File: src/rtl/vco_adc_pkg.sv
// Shared types and constants for the vco_adc2 sequencer/decimator.
package vco_adc_pkg;
  localparam int CNT_W_DEFAULT   = 16;
  localparam int SYNC_STAGES_MIN = 2;

  typedef enum logic [1:0] {
    IDLE,
    SETTLE,
    ACQUIRE
  } state_t;
endpackage

File: src/rtl/vco_adc_sync.sv
// Generic multi-flop single-bit synchronizer with asynchronous clear,
// used for any vco_adc2 output that is asynchronous to clk.
module vco_adc_sync #(
  parameter int STAGES = 2
) (
  input  logic clk,
  input  logic rst,
  input  logic d,
  output logic q
);
  logic [STAGES-1:0] sync_reg;

  always_ff @(posedge clk or posedge rst) begin
    if (rst) sync_reg <= '0;
    else     sync_reg <= {sync_reg[STAGES-2:0], d};
  end

  assign q = sync_reg[STAGES-1];
endmodule

File: src/rtl/vco_adc_ctrl.sv
// Enables the vco_adc2 macro, waits out a settle time, then counts ones in
// the quantizer stream per window and hands each count to a 1-entry buffer.
module vco_adc_ctrl
  import vco_adc_pkg::*;
#(
  parameter int CNT_W       = CNT_W_DEFAULT,
  parameter int SYNC_STAGES = 2
) (
  input  logic             clk,
  input  logic             rst,
  input  logic             cfg_start,
  input  logic             cfg_stop,
  input  logic             cfg_continuous,
  input  logic [CNT_W-1:0] cfg_settle,
  input  logic [CNT_W-1:0] cfg_window,
  output logic             adc_enable,
  input  logic             adc_q,
  output logic [CNT_W-1:0] sample_data,
  output logic             sample_valid,
  input  logic             sample_ready,
  output logic             overrun,
  output logic             busy
);
  localparam int SYNC_N = (SYNC_STAGES < SYNC_STAGES_MIN) ? SYNC_STAGES_MIN : SYNC_STAGES;
  localparam logic [CNT_W-1:0] ONE = CNT_W'(1);

  state_t           state;
  logic [CNT_W-1:0] settle_cnt, win_cnt, acc;
  logic [CNT_W-1:0] settle_reg, window_reg;
  logic             cont_reg;
  logic             qs;

  logic [CNT_W-1:0] settle_eff, window_eff, sample_new;
  logic             start_accept, sample_done;

  vco_adc_sync #(.STAGES(SYNC_N)) u_sync (
    .clk (clk),
    .rst (rst),
    .d   (adc_q),
    .q   (qs)
  );

  // Settle must cover the synchronizer lag; a zero window still yields one bit.
  assign settle_eff   = (cfg_settle < CNT_W'(SYNC_N)) ? CNT_W'(SYNC_N) : cfg_settle;
  assign window_eff   = (cfg_window == '0) ? ONE : cfg_window;
  assign start_accept = (state == IDLE) && cfg_start && !cfg_stop;
  assign sample_done  = (state == ACQUIRE) && (win_cnt == window_reg - ONE) && !cfg_stop;
  assign sample_new   = acc + CNT_W'(qs);
  assign busy         = (state != IDLE);

  always_ff @(posedge clk or posedge rst) begin
    if (rst) begin
      state      <= IDLE;
      adc_enable <= 1'b0;
      settle_cnt <= '0;
      win_cnt    <= '0;
      acc        <= '0;
      settle_reg <= '0;
      window_reg <= '0;
      cont_reg   <= 1'b0;
    end else if (cfg_stop) begin
      state      <= IDLE;
      adc_enable <= 1'b0;
      settle_cnt <= '0;
      win_cnt    <= '0;
      acc        <= '0;
    end else begin
      case (state)
        IDLE: begin
          if (cfg_start) begin
            settle_reg <= settle_eff;
            window_reg <= window_eff;
            cont_reg   <= cfg_continuous;
            settle_cnt <= '0;
            adc_enable <= 1'b1;
            state      <= SETTLE;
          end
        end
        SETTLE: begin
          if (settle_cnt == settle_reg - ONE) begin
            win_cnt <= '0;
            acc     <= '0;
            state   <= ACQUIRE;
          end else begin
            settle_cnt <= settle_cnt + ONE;
          end
        end
        ACQUIRE: begin
          if (sample_done) begin
            win_cnt <= '0;
            acc     <= '0;
            if (!cont_reg) begin
              state      <= IDLE;
              adc_enable <= 1'b0;
            end
          end else begin
            win_cnt <= win_cnt + ONE;
            acc     <= sample_new;
          end
        end
        default: state <= IDLE;
      endcase
    end
  end

  // A finished window replaces the held sample only if it is free or being taken now.
  always_ff @(posedge clk or posedge rst) begin
    if (rst) begin
      sample_data  <= '0;
      sample_valid <= 1'b0;
      overrun      <= 1'b0;
    end else begin
      if (start_accept) overrun <= 1'b0;
      if (sample_done) begin
        if (!sample_valid || sample_ready) begin
          sample_data  <= sample_new;
          sample_valid <= 1'b1;
        end else begin
          overrun <= 1'b1;
        end
      end else if (sample_valid && sample_ready) begin
        sample_valid <= 1'b0;
      end
    end
  end
endmodule

File: config.mk
export PLATFORM = sky130hd
export DESIGN_NAME = vco_adc_ctrl
export DESIGN_NICKNAME = d
export VERILOG_FILES = /design/src/rtl/vco_adc_pkg.sv /design/src/rtl/vco_adc_sync.sv /design/src/rtl/vco_adc_ctrl.sv
export SDC_FILE = /design/constraint.sdc
export NUM_CORES = 1
export LEC_CHECK = 0
export CAP_MARGIN = 30
export CORE_MARGIN = 5
export CORE_UTILIZATION = 58
export CTS_CLUSTER_SIZE = 24
export DETAILED_ROUTE_END_ITERATION = 16
export DONT_BUFFER_PORTS = 1
export GPL_TIMING_DRIVEN = 0
export HOLD_SLACK_MARGIN = 0.08
export PLACE_DENSITY = 0.81
export SYNTH_ARGS = -nofsm -noshare
export SYNTH_HDL_FRONTEND = slang
export SYNTH_HIERARCHICAL = 1
export SYNTH_SLANG_ARGS = --single-unit
export TNS_END_PERCENT = 5
File: constraint.sdc
create_clock -name clk -period 3.4 [get_ports clk]
set_input_delay 0.34 -clock clk [delete_from_list [all_inputs] [get_ports clk]]
set_output_delay 0.34 -clock clk [all_outputs]
set_load 0.1 [all_outputs]
**After elaboration in Yosys (flattened, before gate mapping)**

Cells that the tools add are included.

- Register bits: 104
- Latch bits: 0
- Bits in writable memories: 0
- ROM bits: 0
- Input bits: 39
- Output and inout port bits: 20
- Logic and storage cells: 81
- Memories kept: 0

- $add $sub $neg: 5
- Multipliers: 0
- Div/mod/pow operators: 0
- Order comparisons: 1
- Equal/unequal tests: 10
- Shifts and indexed selects: 0
- Multiplexer cells: 30
- Bitwise gates (word level): 1
- Reduce and logical (&&, ||, !) cells: 22

Operator list:

| operator | number |
|---|---|
| 16-bit two-way mux | 10 |
| 16-bit case mux with 2 select lines | 3 |
| 16-bit by 1-bit adder with 16-bit output (second input constant) | 2 |
| 16-bit equality test | 2 |
| 16-bit by 1-bit subtractor with 16-bit output (second input constant) | 2 |
| 16-bit by 1-bit adder with 16-bit output | 1 |
| 16-bit logical NOT | 1 |
| 16-bit by 2-bit < comparator with 1-bit output (second input constant) | 1 |
| 3-bit != test (second input constant) | 5 |
| 1-bit two-way mux | 10 |
| 2-bit two-way mux | 5 |
| 3-bit nonzero test | 3 |
| 4-bit AND reduction | 2 |
| 2-bit case mux with 3 select lines | 1 |
| 2-bit AND reduction | 3 |
| 3-bit AND reduction | 2 |
| 1-bit logical AND | 5 |
| 2-bit nonzero test | 2 |
| 2-bit by 1-bit equality test with 1-bit output (second input constant) | 1 |
| 2-bit equality test (second input constant) | 1 |
| 1-bit logical NOT | 2 |
| 2-bit logical NOT | 1 |
| 2-bit by 1-bit != test with 1-bit output (second input constant) | 1 |
| 1-bit case mux with 2 select lines | 1 |
| 2 further kinds | 2 |

**Longest topological paths before layout**

- Depth after elaboration: 7
- Mapped depth: 13
- Depth with buffers taken out: 10

**Modules after synthesis**

Netlist, hierarchy kept.

By module, submodules not included:

| module | instances | cells an instance | area each (µm²) |
|---|---|---|---|
| vco_adc_ctrl | 1 | 688 | 6049.6 |
| vco_adc_sync | 1 | 3 | 53.8 |

**Worst setup path after synthesis**

No wires, ideal clock.

- Path type: reg-to-reg
- Start: reg window_reg[0]
- End: reg sample_data[0]
- Library setup time: 0.125 ns
- Arrival: 3.447 ns
- Required time: 3.275 ns
- Setup slack: -0.172 ns
- Stages on the path, launching flop included: 14
- Buffers on the path: 3
- Period minus slack after synthesis: 3.572 ns
- Path through: dfrtp_1 inv_1 ha_1 buf_2 or4b_2 nor4_1 mux2i_1 o22ai_1 or4_4 or2_1 nor2b_1 buf_2 buf_4 mux2_2

- Word-level cells in the longest chain between the ends: 5

RTL lines:

| what | RTL line | RTL |
|---|---|---|
| from (decl) | vco_adc_ctrl.sv:29 | `logic [CNT_W-1:0] settle_reg, window_reg;` |
| from (signal assigned) | vco_adc_ctrl.sv:72 | `window_reg <= window_eff;` |
| 16-bit by 1-bit subtractor with 16-bit output | vco_adc_ctrl.sv:47 | `assign sample_done = (state == ACQUIRE) && (win_cnt == window_reg - ONE) && !cfg_stop;` |
| 16-bit equality test | vco_adc_ctrl.sv:47 |  |
| 1-bit logical AND (2 in a row) | vco_adc_ctrl.sv:47 |  |
| 2-bit AND reduction (no line) | n/a |  |
| to (signal assigned) | vco_adc_ctrl.sv:116 | `sample_data <= sample_new;` |
| to (decl) | vco_adc_ctrl.sv:18 | `output logic [CNT_W-1:0] sample_data,` |

No other way between the ends.
A chain may end at the register's enable or synchronous reset.

**Worst setup path after layout**

- Start: reg window_reg[2]
- End: reg sample_data[2]

Same word-level chain as after synthesis.

==> impl_metrics.yaml <==
min_path:
  hold_class: "in2reg"
  whs_endpoint: "settle_reg[15]"
  worstHoldStart: "cfg_settle[15]"
  min_path_cells: 2
power:
  p_per_area_nw_per_um2: 412.3
  p_leak_nw: 3.248
  finalPower_w: 0.002939
  peakVddDrop_mv: 0.2629
grt:
  grt_pass1_wl_um: 26210
  grt_overflow: 0
  antenna_found_initial: 0
  grt_pass1_vias: 5438
  grt_max_degree: 53
  grt_usage_pct: 25.20
timing:
  drv_slew: 0
  fin_skew_ns: 0.02346
  setup_slack_ns: -0.03039
  post-route-period-util_pct: 100.9
  slew_headroom_pct: 34.09
  fin_setup_tns_ns: -0.1164
  tightest_slew_ns: 0.9810
  finalSetupViolCount: 9
  hold_viol: 0
  period_needed_ns: 3.430
  fmax_mhz: 291.5
  rsz0062_at_grt: "yes"
yosys:
  yosysUniqueCellTypes: 66
  ys_ff_latch: 104
  yosys_warnings: 6
  synth-main-ff-cell: "dfrtp_1"
  syn_nets: 736
  synth_seq_area_share_pct: 42.64
  synth_top_area_cell: "dfrtp_1"
  synthCells: 691
  syn_area_um2: 6103
  yosys-top-cells-area: "dfrtp_1, nand2_1, nand3_1, xnor2_1, mux2_2"
  yosysTopAreaCellShare_pct: 42.64
  synth_edf_count: 0
  async_flop_share_pct: 100.0
  syn_avg_cell_area_um2: 8.833
layout:
  area_growth_pct: 16.77
  final_layout_size_suffix_gt1_share_pct: 12.83
  fin_nets: 788
  n_fill_cell: 791
  diodes: 0
  multiInputGateArea_um2: 3393
  fin_util_pct: 69.35
  regArea_um2: 2605
setup_path:
  required_ns: 3.66
  cp_max_fo: 8
  crit_buf_inv: 3
  endpoint_kind: "flip-flop"
  slowest_delay_ns: 0.56
  worstRegToRegCells: 11
  worstPathArrival_ns: 3.69
  r2r-end: "sample_data[2]"
  cpMaxStageDelayCell: "or4_4"
  crit_chain: "buf_2 -> or3_4 -> or4_1 -> a21oi_1 -> o22ai_1 -> or4_4 -> or2_4 -> nor2b_4 -> buf_6 -> buf_8 -> mux2_4"
  r2r_slack_ns: -0.03
  r2r-start: "window_reg[2]"
  setup.worst_path.class: "reg2reg"
  cp-start-kind: "flip-flop"
  critical_path.top_delay_family: "simple AND/OR/NAND/NOR gates"
placement:
  port_buffers: 0
  dp_hpwl_um: 11190
  gp_congestion: 0.8720
clock_network:
  cts_buffers: 9
  clockRootBuffer: "clkbuf_8"
  h-tree-depth: 3
  ctsLongestPathBuffers: 2
  cts.reportedPaths.clkPinSlew_ns: 0.10
  worst_skew_pair.late_latency_ns: 0.38
  cts.sinks: 104
  cts_tree: "built"
routing:
  drt_iter0_drc: 454
  vias: 5515
  wirelength_um: 16300
  firstDrtPassIters: 5
  viasPerCell: 6.239
  post_drt_wl_per_cell_um: 18.43
  drtAntennaViolNets: 0
  drc: 0
floorplan:
  ios: 59
  die_area_um2: 12670
  rows: 37
  fp.dieW_um: 112.6
  die-height_um: 112.6
  core-area_um2: 10280
  start_util_pct: 59.39
run:
  maxCapViolations: 0
status:
  violations: "setup timing"
  status: "finished, violations left"
-- cell usage after synthesis (20+ instances only) --
library cell  instances
nand2_1             126
and3_1               21
inv_1                20
xnor2_1              24
nand3_1              50
nor2_1               21
o21ai_0              23
nor3_1               26
a21oi_1              21
dfrtp_1             104
clkbuf_1             25
or3_1                21
-- logic make-up (layout without fill, tap and decap cells) --
group | after synthesis | count (layout) | share of synthesized area [%]
AND/OR/NAND/NOR | 349 | 349 | 29.60
buffers and inverters | 58 | 115 | 4.182
AO/OA/AOI/OAI | 113 | 113 | 12.87
XOR/XNOR | 39 | 39 | 5.597
multiplexers | 22 | 22 | 3.875
adder cells (fa/ha/maj) | 6 | 6 | 1.230
flip-flops | 104 | 104 | 42.64
-- cell usage in the layout (no fill, tap or decap), drive strengths merged, types with 15 or more instances in the layout --
cell,instances
nand2,126
dfrtp,104
nand3,50
clkbuf,35
buf,28
dlygate4sd3,27
nor3,27
xnor2,24
o21ai,24
inv,22
nor2,21
and3,21
a21oi,21
or3,21
nor4,16
xor2,15
-- worst max path at each step --
stage | slack [ns] | depth (start not counted) | endpoint | startpoint
floorplan | 0.1 | 12 | win_cnt[15] | settle_reg[0]
global placement | -0.65 | 1 | settle_reg[14] | rst
detailed placement | -0.46 | 13 | acc[6] | window_reg[0]
CTS | -0.02 | 13 | sample_data[2] | window_reg[1]
global route | -0.17 | 13 | sample_data[2] | window_reg[1]
finish | -0.03 | 11 | sample_data[2] | window_reg[2]
-- layout make-up --
type                    count  area share (%)
inverters                  20           1.088
clock inverters             5          0.8778
multi-input cells         529           47.61
flip-flops and latches    104           36.55
repair buffers             44           6.601
well taps                 136           2.388
clock buffers              11           1.984
plain buffers              35           2.897
-- metal layers --
metal / part of all wire, % / global-route usage [%] / vias to the layer above
li1: - / - / 2583
met1: 42 / 33.26 / 2710
met2: 49 / 41.75 / 191
met3: 6.1 / 4.097 / 31
met4: 2.6 / 9.455 / 0
met5: 0 / 0 / -
-- repair_timing --
action / in CTS / in global routing
gates cloned: 0 / 1
hold buffers: 26 / 1
setup endpoints to repair: 58 / 58
setup buffers: 6 / 7
hold endpoints to repair: 77 / 1
resized for setup: 18 / 41
pin swaps: 6 / 15
-- per-stage QoR --
stage / setup slack (ns) / area [um^2] / hold WS [ns] / instances
after floorplan: 0.09559 / 6126 / 0.08118 / 691
after global placement: -0.6467 / 6296 / 0.08548 / 827
after detailed placement: -0.4640 / 6361 / 0.09934 / 830
after CTS: -0.01891 / 6919 / 0.08189 / 876
after global routing: -0.1651 / 7127 / 0.08874 / 884
final: -0.03039 / 7127 / 0.08719 / 884
-- power by group --
group / switching [W] / internal [W] / leakage [nW]
sequential: 0.000149 / 0.00132 / 1.37
clock: 0.000454 / 0.000368 / 0.102
combinational: 0.000364 / 0.000286 / 1.78
Note: power is estimated with default switching activity, not from simulation.
